[config.mk]
export PLATFORM = sky130hd
export DESIGN_NAME = fpu_fetch_unit
export DESIGN_NICKNAME = d
export VERILOG_FILES = /design/src/rtl/fpu_fetch_unit.sv
export SDC_FILE = /design/constraint.sdc
export NUM_CORES = 1
export LEC_CHECK = 0
export CORE_AREA = 2 2 134 136
export CTS_BUF_LIST = sky130_fd_sc_hd__clkbuf_2 sky130_fd_sc_hd__clkbuf_4 sky130_fd_sc_hd__clkbuf_8
export CTS_CLUSTER_DIAMETER = 80
export DETAILED_ROUTE_END_ITERATION = 12
export DIE_AREA = 0 0 136 138
export PLACE_DENSITY = 0.76
export SYNTH_ARGS = -nofsm -noshare
export SYNTH_HDL_FRONTEND = slang
export SYNTH_SLANG_ARGS = --single-unit
[constraint.sdc]
create_clock -name clock -period 7.05 [get_ports clock]
set_input_delay 1.0575 -clock clock [delete_from_list [all_inputs] [get_ports clock]]
set_output_delay 1.0575 -clock clock [all_outputs]
set_load 0.005 [all_outputs]
[src/rtl/fpu_fetch_unit.sv]
// Instruction-fetch front end: owns the PC, issues word reads to a 1-cycle
// synchronous instruction memory, and buffers responses in a 2-entry queue.
module fpu_fetch_unit #(
  parameter logic [31:0] RESET_PC = 32'h0000_0000
) (
  input  logic        clock,
  input  logic        reset,
  output logic [31:0] mem_address,
  input  logic [31:0] machine_code,
  input  logic        redirect_valid,
  input  logic [31:0] redirect_pc,
  output logic        instr_valid,
  input  logic        instr_ready,
  output logic [31:0] instr_out,
  output logic [31:0] instr_pc
);

  typedef struct packed {
    logic [31:0] instr;
    logic [31:0] pc;
  } fetch_entry_t;

  localparam logic [31:0] WORD_MASK = 32'hFFFF_FFFC;

  fetch_entry_t [1:0] fifo;
  logic               rd_ptr, wr_ptr;
  logic [1:0]         count;
  logic [31:0]        pc, inflight_pc;
  logic               inflight_valid;
  logic               pop, issue, capture;
  logic [2:0]         occ;

  assign mem_address = pc;
  assign instr_valid = (count != 2'd0);
  assign instr_out   = fifo[rd_ptr].instr;
  assign instr_pc    = fifo[rd_ptr].pc;

  // Occupancy counts the in-flight read so a response always has a slot.
  assign pop     = instr_valid & instr_ready;
  assign occ     = {1'b0, count} + {2'b00, inflight_valid} - {2'b00, pop};
  assign issue   = !redirect_valid && (occ < 3'd2);
  assign capture = inflight_valid & !redirect_valid;

  always_ff @(posedge clock or posedge reset) begin
    if (reset) begin
      pc             <= RESET_PC & WORD_MASK;
      inflight_valid <= 1'b0;
      inflight_pc    <= 32'h0;
      fifo           <= '0;
      rd_ptr         <= 1'b0;
      wr_ptr         <= 1'b0;
      count          <= 2'd0;
    end else if (redirect_valid) begin
      // A coinciding pop still completes; everything else is dropped.
      pc             <= redirect_pc & WORD_MASK;
      inflight_valid <= 1'b0;
      count          <= 2'd0;
      rd_ptr         <= wr_ptr;
    end else begin
      if (capture) begin
        fifo[wr_ptr] <= '{instr: machine_code, pc: inflight_pc};
        wr_ptr       <= ~wr_ptr;
      end
      if (pop) rd_ptr <= ~rd_ptr;
      count          <= count + {1'b0, capture} - {1'b0, pop};
      inflight_valid <= issue;
      if (issue) begin
        inflight_pc <= pc;
        pc          <= pc + 32'd4;
      end
    end
  end

  a_no_overflow: assert property (@(posedge clock) disable iff (reset)
    !(capture && !pop && count == 2'd2));

endmodule

==> flow_summary.html <==
<table>
<tr><th>Metric</th><th>Value</th></tr>
<tr><th colspan="2">Worst setup path</th></tr>
<tr><td>Worst Path Required</td><td>5.99 ns</td></tr>
<tr><td>Classification of the worst setup path</td><td>flop to output pin</td></tr>
<tr><td>Nature of the critical path startpoint</td><td>flop</td></tr>
<tr><td>Critical Path Sink Type</td><td>output pin</td></tr>
<tr><td>WP data arrival</td><td>between 2 and 3 ns</td></tr>
<tr><td>Length in cells of the worst reg-to-reg path</td><td>8</td></tr>
<tr><td>CP max FO</td><td>44</td></tr>
<tr><th colspan="2">CTS</th></tr>
<tr><td>CTS tree</td><td>yes</td></tr>
<tr><td>Clock transition at the registers of the reported paths</td><td>about 0.090 ns</td></tr>
<tr><td>Root cell of the clock tree</td><td>sky130_fd_sc_hd__clkbuf_8</td></tr>
<tr><td>Sinks on the clock net</td><td>189</td></tr>
<tr><td>CTS Hold Buffers Added</td><td>0</td></tr>
<tr><td>Post-CTS Setup Inserts</td><td>0</td></tr>
<tr><td>Maximum clock path buffer count</td><td>2</td></tr>
<tr><td>Total number of H-tree levels</td><td>4</td></tr>
<tr><td>Count of instances resized after the clock tree is built</td><td>0</td></tr>
<tr><td>Clock insertion delay at the later pin of the skew report</td><td>0.46 ns</td></tr>
<tr><td>Total CTS buffers</td><td>17</td></tr>
<tr><th colspan="2">Power and ir drop</th></tr>
<tr><td>Power per cell area</td><td>436.3 nW/um^2</td></tr>
<tr><td>Highest ir drop seen on vdd</td><td>0.0001976 V</td></tr>
<tr><td>Leakage</td><td>4.498 nW</td></tr>
<tr><td>Overall Power</td><td>4.675 mW</td></tr>
<tr><th colspan="2">Timing</th></tr>
<tr><td>Setup tns final</td><td>0 ns</td></tr>
<tr><td>Final max-slew violation count</td><td>0</td></tr>
<tr><td>Setup clock skew after layout</td><td>0.01015 ns</td></tr>
<tr><td>Setup-failing EPs final</td><td>0</td></tr>
<tr><td>Period utilization</td><td>0.5396</td></tr>
<tr><td>Transition time at the pin with the least slew margin</td><td>about 1.1 ns</td></tr>
<tr><td>Clock period minus final worst setup slack</td><td>3.804 ns</td></tr>
<tr><td>Final hold violations</td><td>0</td></tr>
<tr><td>Worst relative slew slack</td><td>0.2968</td></tr>
<tr><td>Setup repair after global routing missed its margin</td><td>false</td></tr>
<tr><td>Maximum clock rate</td><td>262.9 MHz</td></tr>
<tr><th colspan="2">Synth</th></tr>
<tr><td>Largest family of logic cells by synthesized area</td><td>multiplexers</td></tr>
<tr><td>Number of warnings issued by yosys</td><td>0</td></tr>
<tr><td>Share of synthesized area spent on multiplexers</td><td>0.2910</td></tr>
<tr><td>Sequential area share after synthesis</td><td>0.5558</td></tr>
<tr><td>Synthesized netlist cell count</td><td>618</td></tr>
<tr><td>Share of synthesized cell area in full adder, half adder and majority cells</td><td>0.005293</td></tr>
<tr><td>Compound-cell area share of the yosys netlist</td><td>0.01647</td></tr>
<tr><td>Basic-gate share of the synthesized area counting and, or, nand and nor cells</td><td>0.06631</td></tr>
<tr><td>XOR/XNOR share of the synthesized area</td><td>0.03896</td></tr>
<tr><td>Number of synthesized register bits</td><td>roughly 190</td></tr>
<tr><td>Cell area after synthesis</td><td>8509 sq um</td></tr>
<tr><td>Avg Cell Area, Syn</td><td>roughly 14 sq um</td></tr>
<tr><td>Synth unique cells</td><td>32</td></tr>
<tr><th colspan="2">Hold path</th></tr>
<tr><td>Worst hold-check path type</td><td>flop to flop</td></tr>
<tr><td>Worst Hold Path Cells</td><td>1</td></tr>
<tr><th colspan="2">Detailed routing</th></tr>
<tr><td>Routed Antenna Nets</td><td>0</td></tr>
<tr><td>Number of DRC markers in iteration 0</td><td>261</td></tr>
<tr><td>Vias post-DR</td><td>between 5000 and 6000</td></tr>
<tr><td>Drt first pass iters</td><td>4</td></tr>
<tr><td>Average detailed-routed wire length per instance</td><td>18.35 um</td></tr>
<tr><td>Via-per-instance ratio</td><td>5.314</td></tr>
<tr><td>Post-detailed-route DRC marker count</td><td>0</td></tr>
<tr><td>Final routed wirelength across all metal layers</td><td>18490 um</td></tr>
<tr><th colspan="2">Floorplan</th></tr>
<tr><td>Full die area</td><td>18770 sq um</td></tr>
<tr><td>Starting density of the core</td><td>0.4853</td></tr>
<tr><td>Top-level I/O count</td><td>about 170</td></tr>
<tr><td>Die extent in y</td><td>138 um</td></tr>
<tr><td>Rows</td><td>49</td></tr>
<tr><td>Die Span X</td><td>136 um</td></tr>
<tr><td>Floorplan core area</td><td>roughly 18000 sq um</td></tr>
<tr><th colspan="2">Global route</th></tr>
<tr><td>Initial antenna violation count</td><td>0</td></tr>
<tr><td>All-Layer GR Usage</td><td>0.2048</td></tr>
<tr><td>Pin count of the biggest net entering global routing</td><td>122</td></tr>
<tr><td>Total gr overflow</td><td>0</td></tr>
<tr><td>Wire length of the first global-routing pass</td><td>about 30000 um</td></tr>
<tr><td>Number of global-route vias before repair</td><td>5916</td></tr>
<tr><th colspan="2">Layout</th></tr>
<tr><td>Filler cell count</td><td>1390</td></tr>
<tr><td>Final-stage net count</td><td>around 840</td></tr>
<tr><td>Top library cells by usage in the layout, fill and taps aside</td><td>217 x sky130_fd_sc_hd__mux2_2, 188 x sky130_fd_sc_hd__dfrtp_1, 157 x sky130_fd_sc_hd__clkdlybuf4s50_1, 37 x sky130_fd_sc_hd__nand2_1, 22 x sky130_fd_sc_hd__o21ai_0</td></tr>
<tr><td>Final cell count without fillers</td><td>1008</td></tr>
<tr><td>Final standard cell utilization of the core</td><td>0.6111</td></tr>
<tr><td>Layout cells sized above 1</td><td>0.3453</td></tr>
<tr><td>Growth of design area from synthesis to finish</td><td>25.92%</td></tr>
<tr><td>Antenna cells</td><td>0</td></tr>
<tr><td>Commonest non-fill, non-tap cell in the layout</td><td>sky130_fd_sc_hd__mux2_2</td></tr>
<tr><th colspan="2">Job</th></tr>
<tr><td>Max-capacitance violation count</td><td>0</td></tr>
<tr><th colspan="2">Placement</th></tr>
<tr><td>DPL Wire Length</td><td>12200 um</td></tr>
<tr><td># placed instances</td><td>976</td></tr>
<tr><td>Number of buffers added on ports</td><td>158</td></tr>
<tr><td>GP Congestion</td><td>0.7954</td></tr>
<tr><th colspan="2">Run status</th></tr>
<tr><td>Result of the run</td><td>complete, no violations</td></tr>
</table>
==> cell type report <==
cell class              instances  area, sq um  area share
clock inverters                12        206.4     0.01927
inverters                       6        30.03    0.002802
flip-flops and latches        189         4731      0.4415
clock buffers                  20        262.8     0.02452
well taps                     229        286.5     0.02674
multi-input cells             390         3592      0.3352
repair buffers                162         1607      0.1499
==> routing by layer <==
layer / global-route usage / share of wire / vias up
met3: 0.04364 / 0.053 / 17
met4: 0.06524 / 0.011 / 0
li1: - / - / 2460
met2: 0.3473 / 0.50 / 152
met1: 0.2618 / 0.43 / 2728
met5: 0 / 0 / -
==> Yosys cell counts <==
| library cell | instances | area, sq um |
|---|---|---|
| sky130_fd_sc_hd__nand3_1 | 11 | 55.05 |
| sky130_fd_sc_hd__xor2_1 | 15 | 131.4 |
| sky130_fd_sc_hd__and4_1 | 3 | 26.28 |
| sky130_fd_sc_hd__conb_1 | 1 | 3.750 |
| sky130_fd_sc_hd__clkbuf_2 | 1 | 5.000 |
| sky130_fd_sc_hd__nor2_1 | 10 | 37.54 |
| sky130_fd_sc_hd__fa_1 | 1 | 20.02 |
| sky130_fd_sc_hd__buf_2 | 9 | 45.04 |
| sky130_fd_sc_hd__nor2b_1 | 3 | 18.77 |
| sky130_fd_sc_hd__or2_2 | 2 | 12.51 |
| sky130_fd_sc_hd__ha_1 | 2 | 25.02 |
| sky130_fd_sc_hd__clkbuf_1 | 13 | 48.80 |
| sky130_fd_sc_hd__nor4_4 | 2 | 42.54 |
| sky130_fd_sc_hd__mux2i_1 | 1 | 10.01 |
| sky130_fd_sc_hd__nor4_2 | 1 | 12.51 |
| sky130_fd_sc_hd__o21ai_0 | 22 | 110.1 |
| sky130_fd_sc_hd__dfrtp_1 | 189 | 4730 |
| sky130_fd_sc_hd__o21ai_1 | 6 | 30.03 |
| sky130_fd_sc_hd__nor2_2 | 1 | 6.260 |
| sky130_fd_sc_hd__xnor2_2 | 1 | 16.27 |
| sky130_fd_sc_hd__inv_1 | 6 | 22.52 |
| sky130_fd_sc_hd__mux2_2 | 217 | 2444 |
| sky130_fd_sc_hd__mux2_1 | 2 | 22.52 |
| sky130_fd_sc_hd__nand4_4 | 2 | 42.54 |
| sky130_fd_sc_hd__nor3_1 | 5 | 25.02 |
| sky130_fd_sc_hd__and2_1 | 1 | 6.260 |
| sky130_fd_sc_hd__nand2_1 | 38 | 142.6 |
| sky130_fd_sc_hd__and3_1 | 7 | 43.79 |
| sky130_fd_sc_hd__nor4b_2 | 2 | 30.03 |
| sky130_fd_sc_hd__buf_4 | 13 | 97.59 |
| sky130_fd_sc_hd__nand4_1 | 10 | 62.56 |
| sky130_fd_sc_hd__xnor2_1 | 21 | 183.9 |
==> worst max-delay path, cell delays in order (launching register included) <==
cell                              delay, ns
sky130_fd_sc_hd__dfrtp_2               0.76
sky130_fd_sc_hd__buf_4                 0.63
sky130_fd_sc_hd__mux2_2                0.40
sky130_fd_sc_hd__clkdlybuf4s50_1       0.49
==> path summary, 6_finish.rpt <==
path	start	to	slack, ns
min	fifo[95]$_DFFE_PP0P_	fifo[95]$_DFFE_PP0P_	0.50
max reg2reg	count[1]$_DFF_PP0_	inflight_pc[22]$_DFFE_PP0P_	3.57
max in group asynchronous	reset	rd_ptr$_DFFE_PP0P_	4.47
max	rd_ptr$_DFFE_PP0P_	instr_pc[31]	3.25
min in group asynchronous	reset	fifo[108]$_DFFE_PP0P_	1.16
min reg2reg	fifo[95]$_DFFE_PP0P_	fifo[95]$_DFFE_PP0P_	0.50
==> report_power, final <==
group | total, mW | switching, mW | internal, mW | leakage, nW
sequential | 1.87 | 0.313 | 1.56 | 2.30
combinational | 1.98 | 0.692 | 1.29 | 1.97
clock | 0.823 | 0.380 | 0.444 | 0.235
==> kinds of logic after synthesis <==
group,after synthesis
buf+inv,42
flops,189
compound gates,28
fa+ha+maj,3
simple gates,98
mux,220
xor+xnor,37
other cells,1
==> stage by stage <==
| stage | hold slack [ns] | setup slack, ns | instance area [sq um] |
|---|---|---|---|
| after floorplan | 0.4710 | 0.8504 | 8521 |
| after global placement | 0.4814 | 2.879 | 10250 |
| after detailed placement | 0.4880 | 2.866 | 10250 |
| after CTS | 0.5113 | 3.153 | 10720 |
| after global routing | 0.5196 | 3.090 | 10720 |
| final | 0.5048 | 3.246 | 10720 |
==> registers in the layout, summed over array words and instances (netlist names) <==
| name | count |
|---|---|
| count | 2 |
| fifo | 124 |
| inflight_pc | 30 |
| inflight_valid | 1 |
| mem_address | 30 |
| rd_ptr | 1 |
| wr_ptr | 1 |
Power figures use the tool's default switching activity.
